**config.mk**
```make
export PLATFORM = sky130hd
export DESIGN_NAME = sha_round_sequencer
export DESIGN_NICKNAME = d
export VERILOG_FILES = /design/src/rtl/sha_round_sequencer_pkg.sv /design/src/rtl/sha_round_sequencer_ctr.sv /design/src/rtl/sha_round_sequencer.sv
export SDC_FILE = /design/constraint.sdc
export NUM_CORES = 1
export LEC_CHECK = 0
export CAP_MARGIN = 20
export CORE_ASPECT_RATIO = 0.75
export CORE_MARGIN = 2
export CORE_UTILIZATION = 44
export CTS_CLUSTER_DIAMETER = 150
export CTS_CLUSTER_SIZE = 20
export DETAILED_ROUTE_END_ITERATION = 8
export GPL_TIMING_DRIVEN = 0
export PLACE_DENSITY = 0.9
export SETUP_SLACK_MARGIN = 0.2
export SYNTH_ARGS = -nofsm -noshare
export SYNTH_HDL_FRONTEND = slang
export SYNTH_HIERARCHICAL = 1
export SYNTH_SLANG_ARGS = --single-unit
```
**constraint.sdc**
```tcl
create_clock -name clk -period 2 [get_ports clk]
set_input_delay 0.2 -clock clk [delete_from_list [all_inputs] [get_ports clk]]
set_output_delay 0.2 -clock clk [all_outputs]
set_load 0.005 [all_outputs]
```
**src/rtl/sha_round_sequencer_pkg.sv**
```systemverilog
// ============================================================================
// Module  : sha_round_sequencer_pkg
// Purpose : Shared definitions for the SHA-256/SHA-512 round sequencer:
//           FSM state encodings and the standard round counts.
// Ports   : none (package)
// Revision: 1.0 - initial release
// ============================================================================
`default_nettype none

package sha_round_sequencer_pkg;

    localparam int SHA256_ROUNDS = 64;
    localparam int SHA512_ROUNDS = 80;

    typedef enum logic [2:0] {
        ST_IDLE  = 3'd0,
        ST_LOAD  = 3'd1,
        ST_RUN   = 3'd2,
        ST_FINAL = 3'd3,
        ST_DONE  = 3'd4
    } seq_state_t;

endpackage

`default_nettype wire

```
**src/rtl/sha_round_sequencer_ctr.sv**
```systemverilog
// ============================================================================
// Module  : sha_round_ctr
// Purpose : Round step counter. Advances by STEP each enabled cycle and
//           saturates at the terminal value i_lim (it never wraps).
// Ports   : clk, rst      - clock, synchronous active-high reset
//           i_clr         - synchronous clear to zero
//           i_en          - advance by STEP this cycle
//           i_lim         - terminal value (index of the last step)
//           o_cnt         - current count
//           o_term        - o_cnt == i_lim
// Revision: 1.0 - initial release
// ============================================================================
`default_nettype none

module sha_round_ctr #(
    parameter int CNT_W = 7,
    parameter int STEP  = 1
) (
    input  logic             clk,
    input  logic             rst,
    input  logic             i_clr,
    input  logic             i_en,
    input  logic [CNT_W-1:0] i_lim,
    output logic [CNT_W-1:0] o_cnt,
    output logic             o_term
);

    logic [CNT_W-1:0] r_cnt;
    logic             w_term;

    assign w_term = (r_cnt == i_lim);

    // The last step leaves the count at the terminal value so the final
    // round index stays visible until the block is retired.
    always_ff @(posedge clk) begin
        if (rst || i_clr) begin
            r_cnt <= '0;
        end else if (i_en && !w_term) begin
            r_cnt <= r_cnt + CNT_W'(STEP);
        end
    end

    assign o_cnt  = r_cnt;
    assign o_term = w_term;

endmodule

`default_nettype wire

```
**src/rtl/sha_round_sequencer.sv**
```systemverilog
// ============================================================================
// Module  : sha_round_sequencer
// Purpose : Round sequencer for the SHA-256/SHA-512 compression core.
//           IDLE -> LOAD -> RUN -> FINAL -> DONE -> IDLE, with start/done
//           handshakes, stall, abort and UNROLL rounds per RUN cycle.
// Ports   : clk, rst                 - clock, synchronous active-high reset
//           start_valid/start_ready  - block start handshake
//           mode                     - 0=SHA-256, 1=SHA-512 (latched on start)
//           stall, abort             - freeze progress / cancel block
//           done_valid/done_ready    - block completion handshake
//           busy                     - sequencer not idle
//           load_en, round_en, final_en - datapath strobes
//           round, round_first, round_last - current step round index/flags
//           w_idx, w_sel_msg         - message-schedule window control
//           mode_q                   - mode of the block in flight
//           blk_cnt                  - completed block count (optional)
// Config  : SHA_SEQ_BLOCK_CNT_EN adds the 32-bit blk_cnt output.
// Revision: 1.0 - initial release
// ============================================================================
`default_nettype none

module sha_round_sequencer
    import sha_round_sequencer_pkg::*;
#(
    parameter int CNT_W     = 7,
    parameter int ROUNDS0   = SHA256_ROUNDS,
    parameter int ROUNDS1   = SHA512_ROUNDS,
    parameter int UNROLL    = 1,
    parameter int WIN_DEPTH = 16
) (
    input  logic                         clk,
    input  logic                         rst,
    input  logic                         start_valid,
    output logic                         start_ready,
    input  logic                         mode,
    input  logic                         stall,
    input  logic                         abort,
    output logic                         done_valid,
    input  logic                         done_ready,
    output logic                         busy,
    output logic                         load_en,
    output logic                         round_en,
    output logic                         final_en,
    output logic [CNT_W-1:0]             round,
    output logic                         round_first,
    output logic                         round_last,
    output logic [$clog2(WIN_DEPTH)-1:0] w_idx,
    output logic                         w_sel_msg,
    output logic                         mode_q
`ifdef SHA_SEQ_BLOCK_CNT_EN
    ,
    output logic [31:0]                  blk_cnt
`endif
);

    localparam int         c_WIN_W = $clog2(WIN_DEPTH);
    localparam [CNT_W-1:0] c_LIM0  = CNT_W'(ROUNDS0 - UNROLL);
    localparam [CNT_W-1:0] c_LIM1  = CNT_W'(ROUNDS1 - UNROLL);

    seq_state_t       r_state;
    seq_state_t       w_state_nxt;
    logic             r_mode_q;
    logic             w_accept;
    logic             w_done_hs;
    logic             w_ctr_clr;
    logic [CNT_W-1:0] w_lim;
    logic [CNT_W-1:0] w_round;
    logic             w_term;

    // Abort blocks acceptance so a cancelled cycle can never start a block.
    assign start_ready = (r_state == ST_IDLE) && !abort;
    assign w_accept    = start_valid && start_ready;
    assign w_done_hs   = (r_state == ST_DONE) && done_ready && !abort;
    assign w_lim       = r_mode_q ? c_LIM1 : c_LIM0;

    // Round index returns to zero when a block ends (handshake or abort) and
    // again on accept, so LOAD always presents round 0.
    assign w_ctr_clr = abort || w_done_hs || w_accept;

    sha_round_ctr #(
        .CNT_W (CNT_W),
        .STEP  (UNROLL)
    ) u_round_ctr (
        .clk    (clk),
        .rst    (rst),
        .i_clr  (w_ctr_clr),
        .i_en   (round_en),
        .i_lim  (w_lim),
        .o_cnt  (w_round),
        .o_term (w_term)
    );

    always_ff @(posedge clk) begin
        if (rst) begin
            r_state  <= ST_IDLE;
            r_mode_q <= 1'b0;
        end else begin
            r_state <= w_state_nxt;
            if (w_accept) begin
                r_mode_q <= mode;
            end
        end
    end

    // Abort overrides everything (no strobe that cycle), then stall, then start.
    always_comb begin
        w_state_nxt = r_state;
        load_en     = 1'b0;
        round_en    = 1'b0;
        final_en    = 1'b0;
        done_valid  = 1'b0;
        if (abort) begin
            w_state_nxt = ST_IDLE;
        end else begin
            case (r_state)
                ST_IDLE: begin
                    if (start_valid) begin
                        w_state_nxt = ST_LOAD;
                    end
                end
                ST_LOAD: begin
                    load_en     = 1'b1;
                    w_state_nxt = ST_RUN;
                end
                ST_RUN: begin
                    if (!stall) begin
                        round_en = 1'b1;
                        if (w_term) begin
                            w_state_nxt = ST_FINAL;
                        end
                    end
                end
                ST_FINAL: begin
                    if (!stall) begin
                        final_en    = 1'b1;
                        w_state_nxt = ST_DONE;
                    end
                end
                ST_DONE: begin
                    done_valid = 1'b1;
                    if (done_ready) begin
                        w_state_nxt = ST_IDLE;
                    end
                end
                default: begin
                    w_state_nxt = ST_IDLE;
                end
            endcase
        end
    end

    assign busy        = (r_state != ST_IDLE);
    assign round       = w_round;
    assign round_first = round_en && (w_round == '0);
    assign round_last  = round_en && w_term;
    assign w_idx       = w_round[c_WIN_W-1:0];
    assign w_sel_msg   = (w_round < CNT_W'(WIN_DEPTH));
    assign mode_q      = r_mode_q;

`ifdef SHA_SEQ_BLOCK_CNT_EN
    logic [31:0] r_blk_cnt;

    // Only retired blocks count; the 32-bit add wraps naturally.
    always_ff @(posedge clk) begin
        if (rst) begin
            r_blk_cnt <= '0;
        end else if (w_done_hs) begin
            r_blk_cnt <= r_blk_cnt + 32'd1;
        end
    end

    assign blk_cnt = r_blk_cnt;
`endif

endmodule

`default_nettype wire

```
-- Yosys cells after proc, flatten, opt, wreduce, memory -nomap -nowiden
Index checks and enable logic that the tools add are counted.
- input port bits: 7
- register bits after elaboration: 11
- RAM bits: 0
- output and inout port bits: 21
- memories: 0
- logic and storage cells: 48
- memory bits (read-only): 0
- bits in latches: 0
- bitwise logic cells: 0
- magnitude comparators: 1
- shift-type cells: 0
- div/mod/pow operators: 0
- $mul: 0
- mux-type cells: 16
- reductions and logical operators: 17
- $add $sub $neg: 1
- equality and inequality tests: 10
- operators with widths (operator ; number):
    two-way mux 3 bit ; 5
    case mux 3 bit (5 select lines) ; 1
    two-way mux 1 bit ; 9
    != test 2 bit, second input constant ; 4
    adder 7 x 1 -> 7 bit, second input constant ; 1
    == test 7 bit ; 1
    logical AND 1 bit ; 7
    logical NOT 7 bit ; 1
    less-than comparator 7 x 5 -> 1 bit, second input constant ; 1
    two-way mux 7 bit ; 1
    == test 3 x 2 -> 1 bit, second input constant ; 2
    AND reduction 5 bit ; 1
    == test 3 x 1 -> 1 bit, second input constant ; 1
    == test 3 bit, second input constant ; 1
    logical NOT 3 bit ; 1
    logical OR 1 bit ; 3
    nonzero test 3 bit ; 1
    logical NOT 1 bit ; 2
    != test 2 x 1 -> 1 bit, second input constant ; 1
    OR reduction 2 bit ; 1

-- Longest topological paths before layout
- word-level depth: 6
- gate-level depth with buffers: 7
- gate-level depth less buffers: 6

-- Hierarchy
Netlist, hierarchy kept.
- modules (own cells, without submodules) (module ; area an instance (µm²) ; cells an instance ; instances ; sequential area each (µm²)):
    sha_round_ctr ; 461.7 ; 52 ; 1 ; 140.1
    sha_round_sequencer ; 354.1 ; 43 ; 1 ; 80.1

-- Worst setup path before layout
Ideal clock, no wire load.
- kind: flip-flop to flip-flop
- start: register r_state[1]
- end: register u_round_ctr.r_cnt[6] (netlist: u_round_ctr/o_cnt[6])
- buffers on the path: 1
- path slack: 262 ps
- required time: 1928 ps
- stages on the path, launching flop included: 8
- arrival time: 1667 ps
- period minus slack after synthesis: 1738 ps
- setup time: 72 ps
- path through: dfxtp_1 -> buf_4 -> nand2b_1 -> nor4_2 -> nand2_1 -> or3_1 -> a21oi_1 -> mux2i_1
- elaborated cells on any way between the ends: 13
- classes of those cells: 2 x eq/ne; 2 x mux; 9 x reduce/logical
- RTL lines (item ; line ; source):
    start: declaration ; sha_round_sequencer.sv:60 ; seq_state_t r_state;
    start signal: assignment ; sha_round_sequencer.sv:98 ; r_state <= w_state_nxt;
    == test 3 x 2 -> 1 bit ; sha_round_sequencer.sv:115 ; case (r_state)
    two-way mux 1 bit ; sha_round_sequencer.sv:115 ;
    two-way mux 1 bit ; sha_round_sequencer.sv:112 ; if (abort) begin
    named net round_en ; sha_round_sequencer.sv:42 ; output logic round_en,
    logical AND 1 bit ; sha_round_sequencer_ctr.sv:38 ; end else if (i_en && !w_term) begin
    end signal: assignment ; sha_round_sequencer_ctr.sv:39 ; r_cnt <= r_cnt + CNT_W'(STEP);
    end: declaration ; sha_round_sequencer_ctr.sv:28 ; logic [CNT_W-1:0] r_cnt;
The timed path passes the listed nets, and every way through them passes these cells.
A chain may end at the register's enable or synchronous reset.

-- Worst setup path after layout
- start: register r_state[0]
- end: register u_round_ctr.r_cnt[6] (netlist: u_round_ctr/o_cnt[6])
- cells in the longest elaborated chain, start to end: 6
- elaborated cells on any way between the ends: 13
- classes of those cells: 2 x eq/ne; 2 x mux; 9 x reduce/logical
- ends and longest elaborated chain (item ; line ; source):
    == test 3 bit ; sha_round_sequencer.sv:73 ; assign w_done_hs = (r_state == ST_DONE) && done_ready && !abort;
    logical AND 1 bit (2 in series) ; sha_round_sequencer.sv:73 ;
    logical OR 1 bit (2 in series) ; sha_round_sequencer.sv:78 ; assign w_ctr_clr = abort || w_done_hs || w_accept;
    logical OR 1 bit ; sha_round_sequencer_ctr.sv:36 ; if (rst || i_clr) begin
Parallel ways exist; a longest one is shown, timed or not.

==> qor.csv <==
metric,value,unit
status,completed,
total power,450,uW
leading area contributor after synthesis,dfxtp_1,
Final #Nets,149,
GRT busiest layer,met2,
clock share of power,0.328,
Net Switching,119,uW
gp weighted congestion,0.868,
FF-to-FF setup slack,0.19,ns
cell breakdown of the critical path,"buf_6, nor4_4, buf_4, nand2_1, or3_1, a21oi_2, mux2i_1",
final setup fails,0,
FMAX,554,MHz
synthesized cell area,816,um^2
mean area per synthesized cell,8.59,um^2
clk sink count,11,
FF-to-FF Start,r_state[0]$_SDFFE_PP0P_,
hpwl dp,1550,um
hold_sp,abort,
Bufs and invs on worst path,2,
"Clk pin slew, worst setup/hold paths",0.07,ns
worst vdd ir,347,uV
Worst Hold Depth,2,
Final min period,1.81,ns
count of cell types in the netlist,33,
first-pass GRT wire length,3610,um
P per Cell Area,348,nW/um^2
WL/cell,14.8,um
GRT Util Overall,0.236,
core area,1740,um^2
Cells after Synth,95,
worst-path maximum fanout,9,
vias per inst,5.31,
number of fill cells,135,
Synth area leaders,"dfxtp_1 27%, mux2i_1 8.6%, xor2_1 7.5%",
Synth warnings,6,
"commonest non-fill, non-tap cell in the layout",clkdlybuf4s50_1,
initial drt markers,19,
Layout area overhead,58.6,%
RSZ-0062 raised after global routing,yes,
Total Wirelength,2400,um
GR Overflow Total,0,
register area share after synthesis,0.270,
Synth top area share,0.270,
Ant. Diodes,0,
die area,2220,um^2
antenna violations before repair,0,
routing usage on met3,0.0429,
Initial Utilization,0.469,
final-report max-slew violation count,0,
post-route antenna net violation count,0,
R2R cell count,7,
"Largest stage delay, worst path",0.40,ns
clk_lat worst skew,0.26,ns
Worst setup EP type,flip-flop,
PortBufs,26,
vias in the first global route,777,
Crit-path slowest cell,or3_1,
layout cells sized above 1,0.314,
Die Ht,41.3,um
Pre-antenna DRT Iters,4,
post-route setup TNS,0,ns
"flops & latches, synth",11,
cts bufs inserted,3,
crit share post-route,0.903,
# IOs,28,
H-tree depth,1,
CTS Buffer Depth,2,
Seq pwr share,0.488,
critical path's top delay family,simple AND/OR/NAND/NOR gates,
most frequent cells in the layout,"17 x clkdlybuf4s50_1, 16 x buf_4, 12 x nand2_1",
Leak,0.590,nW
reg2reg end,u_round_ctr/o_cnt[6]$_SDFFE_PP0P_,
switch share,0.264,
die width,53.7,um
met2 Use GR,0.415,
CP Launch Type,flip-flop,
cell internal pwr,331,uW
WP data arrival,1.99,ns
drt drc,0,
largest net degree at the start of global routing,12,
CP Class,reg -> reg,
via count,861,
combinational share of power,0.184,
Hold Crit Class,in -> reg,
grt met1 use,0.297,
Root Driver,clkbuf_4,
hold endpoint,r_state[2]$_SDFFE_PP0P_,
Final Hold Vio Count,0,
# rows,13,
Worst EP required,2.19,ns
Worst Skew,0.00411,ns
MaxCap Viol Count,0,
CTS tree,built,
-- power by group through the flow --
stage,clock network [mW],logic [mW],registers (mW)
3_3_place_gp,0,0.0724,0.228
5_1_grt,0.159,0.0896,0.220
3_5_place_dp,0,0.0746,0.228
4_1_cts,0.151,0.0797,0.220
6_report,0.147,0.0829,0.220
2_1_floorplan,0,0.0439,0.228
-- how the worst max path moves through the flow --
stage / startpoint / end / slack (ns) / cells past startpoint
3_3_place_gp: stall / u_round_ctr/o_cnt[6]$_SDFFE_PP0P_ / -0.25 / 7
4_1_cts: r_state[1]$_SDFFE_PP0P_ / start_ready / 0.13 / 4
5_1_grt: r_state[0]$_SDFFE_PP0P_ / u_round_ctr/o_cnt[6]$_SDFFE_PP0P_ / 0.11 / 7
3_5_place_dp: stall / u_round_ctr/o_cnt[6]$_SDFFE_PP0P_ / -0.31 / 7
2_1_floorplan: r_state[1]$_SDFFE_PP0P_ / u_round_ctr/o_cnt[6]$_SDFFE_PP0P_ / 0.26 / 7
6_report: r_state[0]$_SDFFE_PP0P_ / u_round_ctr/o_cnt[6]$_SDFFE_PP0P_ / 0.19 / 7
-- Yosys cell counts --
master     instances
and4_1             1
conb_1             1
buf_4              5
xor2_1             7
buf_2              1
nor2_1             3
nor4_1             1
dfxtp_1           11
nor3_2             1
nor3_1             5
nor4_2             1
a21oi_1            4
nand2b_1           2
a221oi_2           1
nor4_4             2
mux2_1             1
a2bb2oi_1          1
nor2b_1            1
nand3_1            1
a21o_1             1
buf_6              1
and3_1             1
nand3b_1           1
inv_1              4
ha_1               1
a211oi_1           2
a21boi_1           2
nand2_1           12
or3_1              9
a41o_1             1
and2_1             2
nor4b_1            1
mux2i_1            7
-- layer usage --
metal  routed length [um]  vias to the layer above
met1                 1120                      405
met2                 1110                       32
met4                   47                        0
met5                    0                        -
li1                     -                      418
met3                  117                        6
-- sequential cells by signal, summed over array words and instances, names as in the netlist --
register / cells
u_round_ctr/o_cnt: 7
r_state: 3
mode_q: 1
-- what timing repair did --
| item | 4_1_cts | 5_1_grt |
|---|---|---|
| pin swaps | 5 | 3 |
| gates resized for setup | 23 | 10 |
| setup buffers | 10 | 2 |
| hold buffers | 0 | 0 |
| setup endpoints to repair | 9 | 13 |
-- cell type report --
class	count	area, um^2	share of cell area
repair buffers	38	350	0.271
well taps	22	27.5	0.0213
multi-input cells	76	577	0.446
plain buffers	7	57.6	0.0445
inverters	4	15.0	0.0116
flip-flops and latches	11	239	0.185
clock inverters	1	5.00	0.00387
clock buffers	3	22.5	0.0174
-- metrics by stage --
step / setup WS [ns] / hold WS [ns] / util / instances / instance area (um^2)
final: 0.194 / 0.265 / 0.743 / 162 / 1290
after detailed placement: -0.311 / 0.529 / 0.641 / 146 / 1110
after global routing: 0.108 / 0.281 / 0.743 / 162 / 1290
after global placement: -0.247 / 0.510 / 0.641 / 146 / 1110
after floorplan: 0.262 / 0.279 / - / 98 / 827
after CTS: 0.126 / 0.259 / 0.721 / 160 / 1250
-- kinds of logic (layout without fill, tap and decap cells) --
group,Yosys count,in the layout,synth area share
other,1,4,0.00460
flip-flops,11,11,0.270
AND/OR/NAND/NOR,44,44,0.339
buffers and inverters,11,53,0.0843
adder cells (fa/ha/maj),1,1,0.0153
multiplexers,8,8,0.0997
XOR/XNOR,7,7,0.0752
AO/OA/AOI/OAI,12,12,0.112
Note: power is estimated with default switching activity, not from simulation.
